$ cat config.mk
export PLATFORM = sky130hd
export DESIGN_NAME = unified_mem_arbiter
export DESIGN_NICKNAME = d
export VERILOG_FILES = /design/src/rtl/unified_mem_arbiter.sv
export SDC_FILE = /design/constraint.sdc
export NUM_CORES = 1
export LEC_CHECK = 0
export BUFFER_PORTS_ARGS = -buffer_cell sky130_fd_sc_hd__buf_2
export CORE_UTILIZATION = 40
export DETAILED_ROUTE_END_ITERATION = 12
export GPL_TIMING_DRIVEN = 0
export PLACE_DENSITY_LB_ADDON = 0.08
export SYNTH_ARGS = -nofsm -noshare
export SYNTH_HDL_FRONTEND = slang
export SYNTH_SLANG_ARGS = --single-unit
$ cat constraint.sdc
create_clock -name clk_i -period 2.78 [get_ports clk_i]
set_input_delay 0.139 -clock clk_i [delete_from_list [all_inputs] [get_ports clk_i]]
set_output_delay 0.139 -clock clk_i [all_outputs]
set_load 0.01 [all_outputs]
$ cat src/rtl/unified_mem_arbiter.sv
// Arbitrates one fixed-latency single-ported memory between fetch (IF) and data (MEM) requesters.
// Optional IF anti-starvation counter is enabled by defining ARB_FAIR_EN.
module unified_mem_arbiter #(
    parameter int unsigned ADDR_W     = 32,
    parameter int unsigned DATA_W     = 32,
    parameter int unsigned MEM_LAT    = 2,
    parameter int unsigned STARVE_MAX = 4
) (
    input  logic              clk_i,
    input  logic              rst_n,
    input  logic              if_req_i,
    input  logic [ADDR_W-1:0] if_addr_i,
    output logic [DATA_W-1:0] if_rdata_o,
    output logic              if_ack_o,
    input  logic              dm_req_i,
    input  logic              dm_we_i,
    input  logic [ADDR_W-1:0] dm_addr_i,
    input  logic [DATA_W-1:0] dm_wdata_i,
    output logic [DATA_W-1:0] dm_rdata_o,
    output logic              dm_ack_o,
    output logic              mem_en_o,
    output logic              mem_we_o,
    output logic [ADDR_W-1:0] mem_addr_o,
    output logic [DATA_W-1:0] mem_wdata_o,
    input  logic [DATA_W-1:0] mem_rdata_i,
    output logic              stall_if_o,
    output logic              stall_mem_o
);

    localparam logic [1:0] StIdle  = 2'd0;
    localparam logic [1:0] StBusyI = 2'd1;
    localparam logic [1:0] StBusyD = 2'd2;

    localparam int unsigned CntW = (MEM_LAT > 1) ? $clog2(MEM_LAT) : 1;

    logic [1:0]        state_q, state_d;
    logic [CntW-1:0]   cnt_q, cnt_d;
    logic [ADDR_W-1:0] addr_q, addr_d;
    logic              we_q, we_d;
    logic [DATA_W-1:0] wdata_q, wdata_d;
    logic              if_ack_q, if_ack_d;
    logic              dm_ack_q, dm_ack_d;
    logic [DATA_W-1:0] if_rdata_q, if_rdata_d;
    logic [DATA_W-1:0] dm_rdata_q, dm_rdata_d;

    logic if_elig, dm_elig, force_if, grant_dm, grant_if;

    // A requester in its ack cycle still holds req; masking it avoids a duplicate grant.
    assign if_elig  = if_req_i & ~if_ack_q;
    assign dm_elig  = dm_req_i & ~dm_ack_q;
    assign grant_dm = (state_q == StIdle) & dm_elig & ~force_if;
    assign grant_if = (state_q == StIdle) & if_elig & ~grant_dm;

`ifdef ARB_FAIR_EN
    localparam int unsigned StW = $clog2(STARVE_MAX + 1);

    logic [StW-1:0] starve_q, starve_d;

    assign force_if = if_elig & (starve_q >= StW'(STARVE_MAX));

    always_comb begin
        starve_d = starve_q;
        if (grant_dm && if_elig) begin
            starve_d = starve_q + 1'b1;
        end else if (grant_if) begin
            starve_d = '0;
        end
    end

    always_ff @(posedge clk_i) begin
        if (!rst_n) begin
            starve_q <= '0;
        end else begin
            starve_q <= starve_d;
        end
    end
`else
    logic unused_starve_max;

    assign force_if          = 1'b0;
    assign unused_starve_max = (STARVE_MAX != 0);
`endif

    always_comb begin
        state_d    = state_q;
        cnt_d      = cnt_q;
        addr_d     = addr_q;
        we_d       = we_q;
        wdata_d    = wdata_q;
        if_ack_d   = 1'b0;
        dm_ack_d   = 1'b0;
        if_rdata_d = if_rdata_q;
        dm_rdata_d = dm_rdata_q;
        case (state_q)
            StIdle: begin
                if (grant_dm) begin
                    state_d = StBusyD;
                    addr_d  = dm_addr_i;
                    we_d    = dm_we_i;
                    wdata_d = dm_wdata_i;
                    cnt_d   = CntW'(MEM_LAT - 1);
                end else if (grant_if) begin
                    state_d = StBusyI;
                    addr_d  = if_addr_i;
                    we_d    = 1'b0;
                    cnt_d   = CntW'(MEM_LAT - 1);
                end
            end
            StBusyI, StBusyD: begin
                if (cnt_q == '0) begin
                    state_d = StIdle;
                    if (state_q == StBusyI) begin
                        if_ack_d   = 1'b1;
                        if_rdata_d = mem_rdata_i;
                    end else begin
                        dm_ack_d = 1'b1;
                        if (!we_q) begin
                            dm_rdata_d = mem_rdata_i;
                        end
                    end
                end else begin
                    cnt_d = cnt_q - 1'b1;
                end
            end
            default: state_d = StIdle;
        endcase
    end

    always_ff @(posedge clk_i) begin
        if (!rst_n) begin
            state_q    <= StIdle;
            cnt_q      <= '0;
            addr_q     <= '0;
            we_q       <= 1'b0;
            wdata_q    <= '0;
            if_ack_q   <= 1'b0;
            dm_ack_q   <= 1'b0;
            if_rdata_q <= '0;
            dm_rdata_q <= '0;
        end else begin
            state_q    <= state_d;
            cnt_q      <= cnt_d;
            addr_q     <= addr_d;
            we_q       <= we_d;
            wdata_q    <= wdata_d;
            if_ack_q   <= if_ack_d;
            dm_ack_q   <= dm_ack_d;
            if_rdata_q <= if_rdata_d;
            dm_rdata_q <= dm_rdata_d;
        end
    end

    assign mem_en_o    = (state_q != StIdle);
    assign mem_we_o    = (state_q == StBusyD) & we_q;
    assign mem_addr_o  = addr_q;
    assign mem_wdata_o = wdata_q;
    assign if_ack_o    = if_ack_q;
    assign dm_ack_o    = dm_ack_q;
    assign if_rdata_o  = if_rdata_q;
    assign dm_rdata_o  = dm_rdata_q;
    assign stall_if_o  = if_req_i & ~if_ack_q;
    assign stall_mem_o = dm_req_i & ~dm_ack_q;

endmodule

; Word-level counts from Yosys, hierarchy flattened
; Cells that the tools add are included.
[word_totals]
ff_bits = 134
latchBits = 0
ramBits = 0
mem_bits_ro = 0
inputBits = 133
output_inout_bits = 134
elab_cells = 54
mem_count = 0
[op_classes]
add_sub_neg = 1
n_mul = 0
div_mod_pow = 0
magnitude_cmp = 0
n_eq_ne = 4
shift = 0
muxes = 14
n_bitwise = 14
reduce_logical = 12
[op_table]
columns = op, n
row1 = 32-bit 2-to-1 mux, 2
row2 = 1-bit inverter, 8
row3 = 2-bit AND reduction, 4
row4 = 1-bit 2-to-1 mux, 7
row5 = 1-bit AND, 6
row6 = 2-bit 2-to-1 mux, 3
row7 = 2-bit nonzero test, 3
row8 = 2-bit case mux with 2 select lines, 1
row9 = 4-bit AND reduction, 1
row10 = "3-bit != test, second input constant", 1
row11 = 3-bit AND reduction, 1
row12 = 3-bit OR reduction, 1
row13 = "2-bit by 1-bit == test with 1-bit output, second input constant", 1
row14 = "2-bit == test, second input constant", 1
row15 = 2-bit zero test, 1
row16 = "2-bit != test, second input constant", 1
row17 = 1-bit case mux with 2 select lines, 1
row18 = 2-bit OR reduction, 1
row19 = "1-bit subtractor, second input constant", 1

; Longest topological paths before layout
[logic_depth]
depth_word = 8
mapped_depth = 7
ltp_nobuf = 5

; Worst setup path before layout
; OpenSTA, ideal clock, no wires.
[synth_timing]
path_kind = reg2reg
start = register state_q[0]
end = register dm_rdata_q[10] (netlist: dm_rdata_o[10])
setup_ps = 132
t_arrival_ps = 1614
t_required_ps = 2648
slack_ps = 1033
stages_incl_launch_ff = 8
path_buffers = 2
period_less_slack_ps = 1747
cell_sequence = dfxtp_1 inv_1 ha_1 or4b_4 buf_6 buf_6 nand2_1 a21oi_1
[synth_between]
elab_chain_cells = 3
word_cells_on_any_way = 5
classes_between = 2 x eq/ne / 1 x bitwise / 2 x reduce/logical
[synth_rtl]
columns = item, line_no
row1 = "start, declared", 36  ; logic [1:0] state_q, state_d;
row2 = "start signal, assigned", 131  ; state_q <= StIdle;
row3 = "start signal, assigned", 141  ; state_q <= state_d;
row4 = 2-bit by 1-bit == test with 1-bit output or 2-bit == test (tied branches), "94, 112"
row5 = 2-bit OR reduction or 1-bit inverter (tied branches), --
row6 = 4-bit AND reduction (no source line) *, --
row7 = "end signal, assigned", 149  ; dm_rdata_q <= dm_rdata_d;
row8 = "end, declared", 44  ; logic [DATA_W-1:0] dm_rdata_q, dm_rdata_d;
; Every way passes the cells marked *; elsewhere a longest branch is shown, timed or not.
; A chain may end at the register's enable or synchronous reset.

; Worst setup path in the final report
[layout_timing]
start = register state_q[0]
end = register dm_rdata_q[22] (netlist: dm_rdata_o[22])
; Same word-level chain as after synthesis.

==> out/metrics.yaml <==
outcome: "complete, no violations"
max-slew-margin-rel_pct: 65.3
synth_edf_count: 0
share_comb_of_total_power_pct: 30.6
synthArstFlopShare_pct: 0
drt_iter0_drc: 349
cts-htree-levels: 4
final_cell_mix: "279 x buf_2, 196 x nand2_1, 134 x dfxtp_1"
globalRouteOverflowTotal: 0
ir_worst_vdd_mv: 0.492
critPathLaunchType: "flip-flop"
synth_top_cell_by_area: "dfxtp_1"
cp.required_ps: 3060
drive_gt1_share_pct: 29.9
yosysWarnings: 0
rows: 42
grt_pass1_wl_um: 27700
core_sq_um: 13300
critical_path.slowest_cell: "or4b_4"
initial_core_util_pct: 41.1
netlist_instances: 682
post_cts_resized: 0
finalHoldViolations: 0
crit_type: "flip-flop to flip-flop"
setup_slack_ps: 831
tritoncts: "built"
power_frac_clock_pct: 33.1
grt_pass1_vias: 5725
place_hpwl_um: 11900
path_common_cell: "buf_6"
root_buffer: "clkbuf_16"
post-route-drc-count: 0
gp_congestion: 0.813
p_int_mw: 4.45
numCtsBuffers: 17
rsz0062_at_grt: "no"
fp.dieH_um: 119
clk_latency_ps: 420
drt-total-wl_um: 17200
cts_sinks: 134
switching_share_pct: 33.3
viasPerCell: 4.81
final.setup.tns_ps: 0
final_nets: 1194
slowest_delay_ps: 490
synth_area_leaders: "dfxtp_1 49%, nand2_1 13%, a21oi_1 8.9%"
leakagePower_nw: 3.96
p_per_area_nw_per_um2: 786
power_mw: 6.67
synth_area_per_cell_sq_um: 8.01
final_area_sq_um: 8490
final_max_slew_viol_count: 0
tightest_slew_ps: 520
final.setup_skew_ps: 7.67
postRouteAntennaNets: 0
netSwitchingPower_mw: 2.22
critPathTopFamily: "simple AND/OR/NAND/NOR gates"
syn_area_sq_um: 5460
vias: 5991
setup_viol_count_final: 0
dieArea_sq_um: 14100
utilization_pct: 63.8
post_cts_buffers: 0
grt_antenna_before_repair: 0
cp-end-kind: "flip-flop"
critPathBufInv: 3
seq_area_sq_um: 2680
power_frac_seq_pct: 36.2
synth_flop_cell: "dfxtp_1"
crit_path_max_fanout: 10
clock.fmax_mhz: 513
areaGrowthSynthToFinish_pct: 55.4
pin_count: 267
port-buffer-count: 265
min_period_over_period_pct: 70.1
grt_usage_pct: 24.6
drt-pass1-iter-count: 4
final_common_cell: "buf_2"
cts_buffer_depth: 2
fillers: 1238
placed_area_sq_um: 7010
wire_per_inst_um: 13.8
synth.distinct_cells: 29
synth.ff_latch_count: 134
syn_nets: 820
period_needed_ps: 1950
ctsHoldBuffers: 89
pre_cts_ws_ps: 846
drv_cap: 0
multiInputGateArea_sq_um: 2360
n_antenna_cell: 0
fp.dieW_um: 119
cp.arrival_ps: 2230
clk_pin_slew_ps: 60
netlist.area_leader.share_pct: 49.1
crit_path_cell_trace: "inv_1 > ha_1 > or4b_4 > buf_6 > buf_6 > nand2_1 > a21oi_1"
grt_max_degree: 17
hold_path_class: "primary input to flip-flop"
yosysSeqAreaShare_pct: 49.1
[worst paths after layout]
| path | depth (start not counted) | start | slack, ps | end |
|---|---|---|---|---|
| setup / recovery | 7 | state_q[0]$_SDFFE_PN0P_ | 830 | dm_rdata_o[22]$_SDFFE_PN0P_ |
| hold / removal | 2 | if_addr_i[12] | 10 | mem_addr_o[12]$_SDFFE_PN0P_ |
| setup reg to reg | 7 | state_q[0]$_SDFFE_PN0P_ | 830 | dm_rdata_o[22]$_SDFFE_PN0P_ |
| hold reg to reg | 2 | mem_wdata_o[9]$_SDFFE_PN0P_ | 450 | mem_wdata_o[9]$_SDFFE_PN0P_ |
[synthesized netlist by cell type (all sizes together) (2+ instances only)]
master,count
a211oi,2
o2111a,32
clkbuf,40
and3b,2
nand3,2
a31oi,34
nand3b,2
nor2b,3
buf,19
ha,5
or3,32
dfxtp,134
nor2,33
a21oi,97
nand2,196
inv,37
nand2b,3
[state kept, by name, summed over array words and instances, names as in the netlist]
name,flops
dm_rdata_o,32
state_q,2
dm_ack_o,1
cnt_q,1
if_ack_o,1
mem_addr_o,32
if_rdata_o,32
we_q,1
mem_wdata_o,32
[power groups by stage]
stage                     registers (mW)  logic, mW  clock network, mW
after floorplan                     2.59       1.08                  0
after global placement              2.45       1.94                  0
after detailed placement            2.45       1.94                  0
after CTS                           2.41       2.05               2.24
after global routing                2.46       2.27               2.33
final                               2.42       2.04               2.21
[layout make-up]
cell class	count	share of cell area, %
buffer	59	3.26
clock buffer	17	5.01
clock inverter	15	1.81
inverter	37	1.64
multi-input combinational	452	27.8
sequential	134	31.6
tap	176	2.59
timing repair buffer	355	26.2
[layer usage]
layer / global-route usage (%) / wire length, um / share of wire, %
met5: 0 / 0 / 0
met4: 10.6 / 371 / 2.2
met3: 6.13 / 948 / 5.5
met2: 41.2 / 8210 / 48
met1: 29.7 / 7700 / 45
[worst reg2reg max path, cell delays in order, from the launching register on]
cell and delay [ps]:
dfxtp_1 390, inv_1 110, ha_1 400, or4b_4 490
buf_6 150, buf_6 130, nand2_1 70, a21oi_1 70
[logic make-up after synthesis]
family | Yosys count | synth area share [%]
adder cells (fa/ha/maj) | 5 | 1.15
AND/OR/NAND/NOR | 278 | 21.9
AO/OA/AOI/OAI | 169 | 20.2
buffers and inverters | 96 | 7.61
flip-flops | 134 | 49.1
[per-stage QoR]
stage	cells	hold slack, ps
6_report	1245	10.8
5_1_grt	1245	5.99
4_1_cts	1244	2.77
3_5_place_dp	1123	387
3_3_place_gp	1123	383
2_1_floorplan	682	275
No activity file was read; power rests on OpenSTA's default activity.
